--- src/rtl/painterengine_gpu_defs.sv ---
// Shared state codes, pixel-size encodings and latched frame configuration
// for the painterengine GPU frame reader.
package painterengine_gpu_defs;

    localparam logic [2:0] ST_IDLE   = 3'd0;
    localparam logic [2:0] ST_CALC   = 3'd1;
    localparam logic [2:0] ST_WAIT   = 3'd2;
    localparam logic [2:0] ST_STREAM = 3'd3;
    localparam logic [2:0] ST_CHECK  = 3'd4;
    localparam logic [2:0] ST_DONE   = 3'd5;
    localparam logic [2:0] ST_ERROR  = 3'd7;

    // pixel_bytes is used directly as a left-shift amount (log2 of bytes per pixel)
    localparam logic [1:0] PB_1BYTE   = 2'd0;
    localparam logic [1:0] PB_2BYTE   = 2'd1;
    localparam logic [1:0] PB_4BYTE   = 2'd2;
    localparam logic [1:0] PB_ILLEGAL = 2'd3;

    typedef struct packed {
        logic [31:0] base;
        logic [15:0] stride;
        logic [15:0] width;
        logic [15:0] height;
        logic [1:0]  pixel_bytes;
        logic        continuous;
    } frame_cfg_t;

endpackage

--- src/rtl/painterengine_gpu_frame_addrgen.sv ---
// Row base / column cursor and per-burst address and byte-length generation.
// Everything is shift-based; address arithmetic wraps modulo 2^32.
module painterengine_gpu_frame_addrgen #(
    parameter int PARAM_BLOCK_SIZE = 64
) (
    input  logic        i_clock,
    input  logic        i_reset,
    input  logic        i_load,
    input  logic [31:0] i_load_address,
    input  logic        i_advance,
    input  logic        i_next_row,
    input  logic [15:0] i_width,
    input  logic [15:0] i_stride,
    input  logic [1:0]  i_pixel_bytes,
    output logic [31:0] o_address,
    output logic [31:0] o_length,
    output logic        o_row_end
);

    localparam logic [15:0] BLOCK = 16'(PARAM_BLOCK_SIZE);

    logic [31:0] r_row_base;
    logic [15:0] r_x;
    logic [15:0] w_remain;
    logic [15:0] w_pixels;

    assign w_remain  = i_width - r_x;
    assign w_pixels  = (w_remain > BLOCK) ? BLOCK : w_remain;
    assign o_address = r_row_base + ({16'd0, r_x} << i_pixel_bytes);
    assign o_length  = {16'd0, w_pixels} << i_pixel_bytes;
    assign o_row_end = (r_x == i_width);

    // Load has priority so a continuous-mode frame wrap overrides the row step.
    always_ff @(posedge i_clock or posedge i_reset) begin
        if (i_reset) begin
            r_row_base <= 32'd0;
            r_x        <= 16'd0;
        end else if (i_load) begin
            r_row_base <= i_load_address;
            r_x        <= 16'd0;
        end else if (i_next_row) begin
            r_row_base <= r_row_base + ({16'd0, i_stride} << i_pixel_bytes);
            r_x        <= 16'd0;
        end else if (i_advance) begin
            r_x        <= r_x + w_pixels;
        end
    end

endmodule

--- src/rtl/painterengine_gpu_framereader.sv ---
// Frame reader sequencer: walks a clipped image in bursts of up to
// PARAM_BLOCK_SIZE pixels, gating each burst on FIFO space and reader status.
//
// state  | meaning
// IDLE   | after reset, waiting for start
// CALC   | compute next burst address/length
// WAIT   | reader held in reset until FIFO has room
// STREAM | reader running one burst
// CHECK  | advance row / detect frame end
// DONE   | frame finished (or empty frame), waiting for start
// ERROR  | bus error seen, last burst held, waiting for start
module painterengine_gpu_framereader
    import painterengine_gpu_defs::*;
#(
    parameter int PARAM_BLOCK_SIZE  = 64,
    parameter int PARAM_LAUNCH_SIZE = 64,
    parameter int PARAM_COUNT_WIDTH = 8
) (
    input  logic                         i_wire_clock,
    input  logic                         i_wire_reset,
    input  logic                         i_wire_start,
    input  logic                         i_wire_continuous,
    input  logic [31:0]                  i_wire_image_address,
    input  logic [15:0]                  i_wire_image_stride,
    input  logic [15:0]                  i_wire_clip_width,
    input  logic [15:0]                  i_wire_clip_height,
    input  logic [1:0]                   i_wire_pixel_bytes,
    input  logic [PARAM_COUNT_WIDTH-1:0] i_wire_fifo_empty_count,
    output logic [31:0]                  o_wire_reader_address,
    output logic [31:0]                  o_wire_reader_length,
    output logic                         o_wire_reader_resetn,
    input  logic                         i_wire_reader_done,
    input  logic                         i_wire_reader_error,
    output logic                         o_wire_frame_done,
    output logic                         o_wire_busy,
    output logic [2:0]                   o_wire_state,
    output logic [15:0]                  o_wire_line
);

    logic [2:0]  r_state;
    frame_cfg_t  r_cfg;
    logic [31:0] r_address;
    logic [31:0] r_length;
    logic        r_frame_done;
    logic [15:0] r_line;

    logic        w_start_ok;
    logic        w_row_end;
    logic        w_last_row;
    logic        w_frame_end;
    logic        w_load;
    logic [31:0] w_load_address;
    logic        w_advance;
    logic        w_next_row;
    logic        w_fifo_ready;
    logic [31:0] w_address;
    logic [31:0] w_length;

    assign w_start_ok     = i_wire_start &&
                            (r_state == ST_IDLE || r_state == ST_DONE || r_state == ST_ERROR);
    assign w_last_row     = ((r_line + 16'd1) == r_cfg.height);
    assign w_frame_end    = (r_state == ST_CHECK) && w_row_end && w_last_row;
    assign w_load         = w_start_ok || (w_frame_end && r_cfg.continuous);
    assign w_load_address = w_start_ok ? i_wire_image_address : r_cfg.base;
    assign w_advance      = (r_state == ST_STREAM) && i_wire_reader_done && !i_wire_reader_error;
    assign w_next_row     = (r_state == ST_CHECK) && w_row_end;
    assign w_fifo_ready   = 32'(i_wire_fifo_empty_count) >= 32'(PARAM_LAUNCH_SIZE);

    painterengine_gpu_frame_addrgen #(
        .PARAM_BLOCK_SIZE (PARAM_BLOCK_SIZE)
    ) u_addrgen (
        .i_clock        (i_wire_clock),
        .i_reset        (i_wire_reset),
        .i_load         (w_load),
        .i_load_address (w_load_address),
        .i_advance      (w_advance),
        .i_next_row     (w_next_row),
        .i_width        (r_cfg.width),
        .i_stride       (r_cfg.stride),
        .i_pixel_bytes  (r_cfg.pixel_bytes),
        .o_address      (w_address),
        .o_length       (w_length),
        .o_row_end      (w_row_end)
    );

    always_ff @(posedge i_wire_clock or posedge i_wire_reset) begin
        if (i_wire_reset) begin
            r_state      <= ST_IDLE;
            r_cfg        <= '0;
            r_address    <= 32'd0;
            r_length     <= 32'd0;
            r_frame_done <= 1'b0;
            r_line       <= 16'd0;
        end else begin
            r_frame_done <= 1'b0;
            case (r_state)
                ST_IDLE, ST_DONE, ST_ERROR: begin
                    if (i_wire_start) begin
                        r_cfg.base        <= i_wire_image_address;
                        r_cfg.stride      <= i_wire_image_stride;
                        r_cfg.width       <= i_wire_clip_width;
                        r_cfg.height      <= i_wire_clip_height;
                        r_cfg.pixel_bytes <= i_wire_pixel_bytes;
                        r_cfg.continuous  <= i_wire_continuous;
                        r_line            <= 16'd0;
                        if (i_wire_pixel_bytes == PB_ILLEGAL) begin
                            r_state <= ST_ERROR;
                        end else if (i_wire_clip_width == 16'd0 || i_wire_clip_height == 16'd0) begin
                            r_state      <= ST_DONE;
                            r_frame_done <= 1'b1;
                        end else begin
                            r_state <= ST_CALC;
                        end
                    end
                end
                ST_CALC: begin
                    r_address <= w_address;
                    r_length  <= w_length;
                    r_state   <= ST_WAIT;
                end
                ST_WAIT: begin
                    if (w_fifo_ready) r_state <= ST_STREAM;
                end
                ST_STREAM: begin
                    if (i_wire_reader_error)     r_state <= ST_ERROR;
                    else if (i_wire_reader_done) r_state <= ST_CHECK;
                end
                ST_CHECK: begin
                    if (w_frame_end) begin
                        r_frame_done <= 1'b1;
                        if (r_cfg.continuous) begin
                            r_line  <= 16'd0;
                            r_state <= ST_CALC;
                        end else begin
                            r_line  <= r_line + 16'd1;
                            r_state <= ST_DONE;
                        end
                    end else begin
                        if (w_row_end) r_line <= r_line + 16'd1;
                        r_state <= ST_CALC;
                    end
                end
                default: r_state <= ST_IDLE;
            endcase
        end
    end

    // Reader runs only in STREAM, so reset or any state exit drops it at once.
    assign o_wire_reader_resetn  = (r_state == ST_STREAM);
    assign o_wire_busy           = (r_state == ST_CALC) || (r_state == ST_WAIT) ||
                                   (r_state == ST_STREAM) || (r_state == ST_CHECK);
    assign o_wire_state          = r_state;
    assign o_wire_line           = r_line;
    assign o_wire_reader_address = r_address;
    assign o_wire_reader_length  = r_length;
    assign o_wire_frame_done     = r_frame_done;

endmodule

--- config.mk ---
export PLATFORM = sky130hd
export DESIGN_NAME = painterengine_gpu_framereader
export DESIGN_NICKNAME = d
export VERILOG_FILES = /design/src/rtl/painterengine_gpu_defs.sv /design/src/rtl/painterengine_gpu_frame_addrgen.sv /design/src/rtl/painterengine_gpu_framereader.sv
export SDC_FILE = /design/constraint.sdc
export NUM_CORES = 1
export LEC_CHECK = 0
export CAP_MARGIN = 5
export CORE_ASPECT_RATIO = 0.7
export CORE_UTILIZATION = 30
export CTS_CLUSTER_SIZE = 16
export DETAILED_ROUTE_END_ITERATION = 6
export PLACE_DENSITY = 0.56
export RECOVER_POWER = 100
export SLEW_MARGIN = 25
export SYNTH_ARGS = -nofsm -noshare
export SYNTH_HDL_FRONTEND = slang
export SYNTH_SLANG_ARGS = --single-unit
--- constraint.sdc ---
create_clock -name i_wire_clock -period 9.9 [get_ports i_wire_clock]
set_input_delay 1.98 -clock i_wire_clock [delete_from_list [all_inputs] [get_ports i_wire_clock]]
set_output_delay 1.98 -clock i_wire_clock [all_outputs]
set_load 0.02 [all_outputs]
==> out/summary.txt <==
setup violators final: 0
xor and xnor area share after synthesis: 0.06058
RSZ-0062 raised after global routing: no
num ports: 182
asr flop ratio synth: 1.000
gpl congestion: 0.8673
Die Footprint: 45680 µm²
first-pass GRT wire length: 63020 µm
Final Hold Violating Endpoints: 0
drt total wl: 40620 µm
CTS hold repair buffers: 0
sequential share of the synthesized area: 0.3760
Crit path required time: 10340 ps
TritonCTS clock tree: built
hold path depth: 2
via-per-instance ratio: 5.224
post-CTS setup buffers: 0
largest area contributor in the netlist: dfrtp_1
Simple-Gate Fraction of Synth Area: 0.1642
R2R cell count: 12
layout cell share with drive strength beyond 1: 0.09132
Max Root-Sink Buffers: 3
clk_lat worst skew: 540 ps
Synth area leaders: dfrtp_1, mux2_2, ha_1, nand2_1, o21ai_0
Placement Cell Area: 15610 µm²
post-route cell area: 16360 µm²
synthesized area: 13450 µm²
fill count: 4393
Synth top cells by count: dfrtp_1, nand2_1, o21ai_0
Synth cell types: 82
die width: 255.0 µm
final worst path period share: 0.6801
compound-cell area share of the yosys netlist: 0.1668
share of the synthesized area in the top cell type: 0.3760
power per standard cell area: 357.6 nW/µm²
leakage power: 7.074 nW
clk sinks: 202
fmax: 148.5 MHz
failing checks: max-capacitance violations, max-slew violations
largest net degree at the start of global routing: 136
worst min-delay path category: reg2reg
critical path type: in2reg
CP Launch Point: i_wire_start
clock skew: 16.76 ps
Cell Rows: 64
core area: 43960 µm²
Overflow after GRT: 0
worst r2r src: u_addrgen.r_x[8]$_DFFE_PP0P_
H-tree lvl count: 1
DR DRC count: 0
Avg WL per Cell: 18.79 µm
Worst Setup End Kind: flop
Max FO, Critical Path: 50
GRT Total Usage: 0.1782
FF-to-FF setup slack: 3220 ps
Reg clk slew, reported paths: 60 ps
peak supply drop: 140.5 µV
crit path to: u_addrgen.r_row_base[14]$_DFFE_PP0P_
actual slew at the worst max-slew pin: 3708 ps
final setup TNS: 0 ps
Initial Util: 0.3058
main combinational cell family by area after synthesis: compound AO/OA/AOI/OAI gates
CTS Buf Count: 24
max-cap violations: 8
Synthesis Warnings: 0
Mapped Cells: 1407
register bit count reported by yosys: 202
PortBufs: 162
post-detail-place hpwl: 30310 µm
vias: 11.29k
vias in the first global route: 10.60k
r2r endpoint: u_addrgen.r_x[13]$_DFFE_PP0P_
cell at the root of the clock tree: clkbuf_16
post-synthesis mux area share: 0.1213
Most used DFF post-synth: dfrtp_1
Final nets: 1716
Layout Area Growth over Synthesis: 21.65%
number of enable flip-flop cells after synthesis: 0
Pins Over Slew Limit: 340
initial antenna violation count: 3
most instantiated library cell after synthesis: dfrtp_1
# resized after CTS: 0
Mapped Avg Cell Area: 9.556 µm²
iteration-0 DRC count of the detailed router: 829
DR pass1 iterations: 7
Setup crit start kind: primary input
Max-slew headroom: -1.472
Die H: 179.1 µm
post-route minimum period: 6733 ps
status: finished with violations
Synth Area in Adders: 0.06924
remaining antenna violation count: 0
CP arrival: 7170 ps
## worst min path at each step
stage	startpoint	endpoint	slack, ps
6_report	o_wire_reader_address[15]$_DFFE_PP0P_	o_wire_reader_address[15]$_DFFE_PP0P_	460
5_1_grt	o_wire_reader_address[15]$_DFFE_PP0P_	o_wire_reader_address[15]$_DFFE_PP0P_	480
4_1_cts	o_wire_reader_address[15]$_DFFE_PP0P_	o_wire_reader_address[15]$_DFFE_PP0P_	470
3_5_place_dp	o_wire_reader_address[15]$_DFFE_PP0P_	o_wire_reader_address[15]$_DFFE_PP0P_	460
3_3_place_gp	o_wire_reader_address[15]$_DFFE_PP0P_	o_wire_reader_address[15]$_DFFE_PP0P_	460
2_1_floorplan	r_cfg[75]$_DFFE_PP0P_	r_cfg[75]$_DFFE_PP0P_	470
## flip-flops by register name (all words and copies together), names as in the netlist
signal and cells:
o_wire_reader_length 19, r_cfg 83, u_addrgen.r_row_base 32, o_wire_frame_done 1, u_addrgen.r_x 16, o_wire_state 3
o_wire_reader_address 32, o_wire_line 16
## worst max-delay path: stages
cell           delay (ps)
dlygate4sd3_1         640
nand2_1              1220
clkbuf_1             2380
mux2_2                500
a22o_1                200
a31o_2                210
## cell type report
type | count | area [µm²] | share of cell area
diodes | 2 | 5.005 | 0.0003060
inverters | 45 | 181.4 | 0.01109
clock inverters | 6 | 82.58 | 0.005049
flip-flops and latches | 202 | 5056 | 0.3091
well taps | 594 | 743.2 | 0.04544
clock buffers | 38 | 724.4 | 0.04429
repair buffers | 172 | 1674 | 0.1023
multi-input cells | 1103 | 7890 | 0.4824
## cell usage in the layout (no fill, tap or decap), types with 10 or more instances in the layout
cell and n:
a211oi_1 11, a21o_1 28, a21oi_1 68, a221o_1 10, a31oi_1 10, and2_1 17
and3_1 21, clkbuf_1 14, clkbuf_16 25, clkdlybuf4s50_1 87, conb_1 21, dfrtp_1 201
dlygate4sd3_1 75, ha_1 68, inv_1 43, mux2_1 28, mux2_2 60, mux2i_1 19
mux4_2 20, nand2_1 152, nand2b_1 13, nand3_1 39, nand4_1 18, nor2_1 87
nor3_1 34, nor4_1 11, o21a_1 10, o21ai_0 100, o31ai_1 19, or3_1 12
xnor2_1 52, xor2_1 41
## power breakdown
part           switching (mW)  leakage [nW]  internal, mW
Sequential              0.326          2.53          1.15
Combinational            1.97          4.15          1.49
Clock                   0.369         0.394         0.552
Total                    2.66          7.07          3.19
## cell families (layout without fill, tap and decap cells)
family | Yosys count | in the layout
AND/OR/NAND/NOR | 452 | 452
AO/OA/AOI/OAI | 338 | 338
flip-flops | 202 | 202
multiplexers | 127 | 127
buffers and inverters | 122 | 261
XOR/XNOR | 93 | 93
adder cells (fa/ha/maj) | 72 | 72
other | 1 | 23
## through the flow
step	instances	hold WS [ps]	util	power, mW	setup slack (ps)
global route	2162	475.7	0.3721	6.321	2762
detailed placement	2116	457.4	0.3550	4.949	3863
global placement	2116	457.6	0.3550	4.895	3891
CTS	2160	472.0	0.3733	5.902	3827
floorplan	1427	466.9	-	3.999	2409
finish	2162	464.0	0.3721	5.849	3167
## routing by layer
metal	share of wire	up-vias	GRT usage	routed length (µm)
li1	-	5400	-	-
met1	0.52	5533	0.2849	21290
met2	0.40	315	0.2454	16180
met3	0.060	46	0.02802	2438
met4	0.018	0	0.03568	715
met5	0	-	0	0
Note: power is estimated with default switching activity, not from simulation.
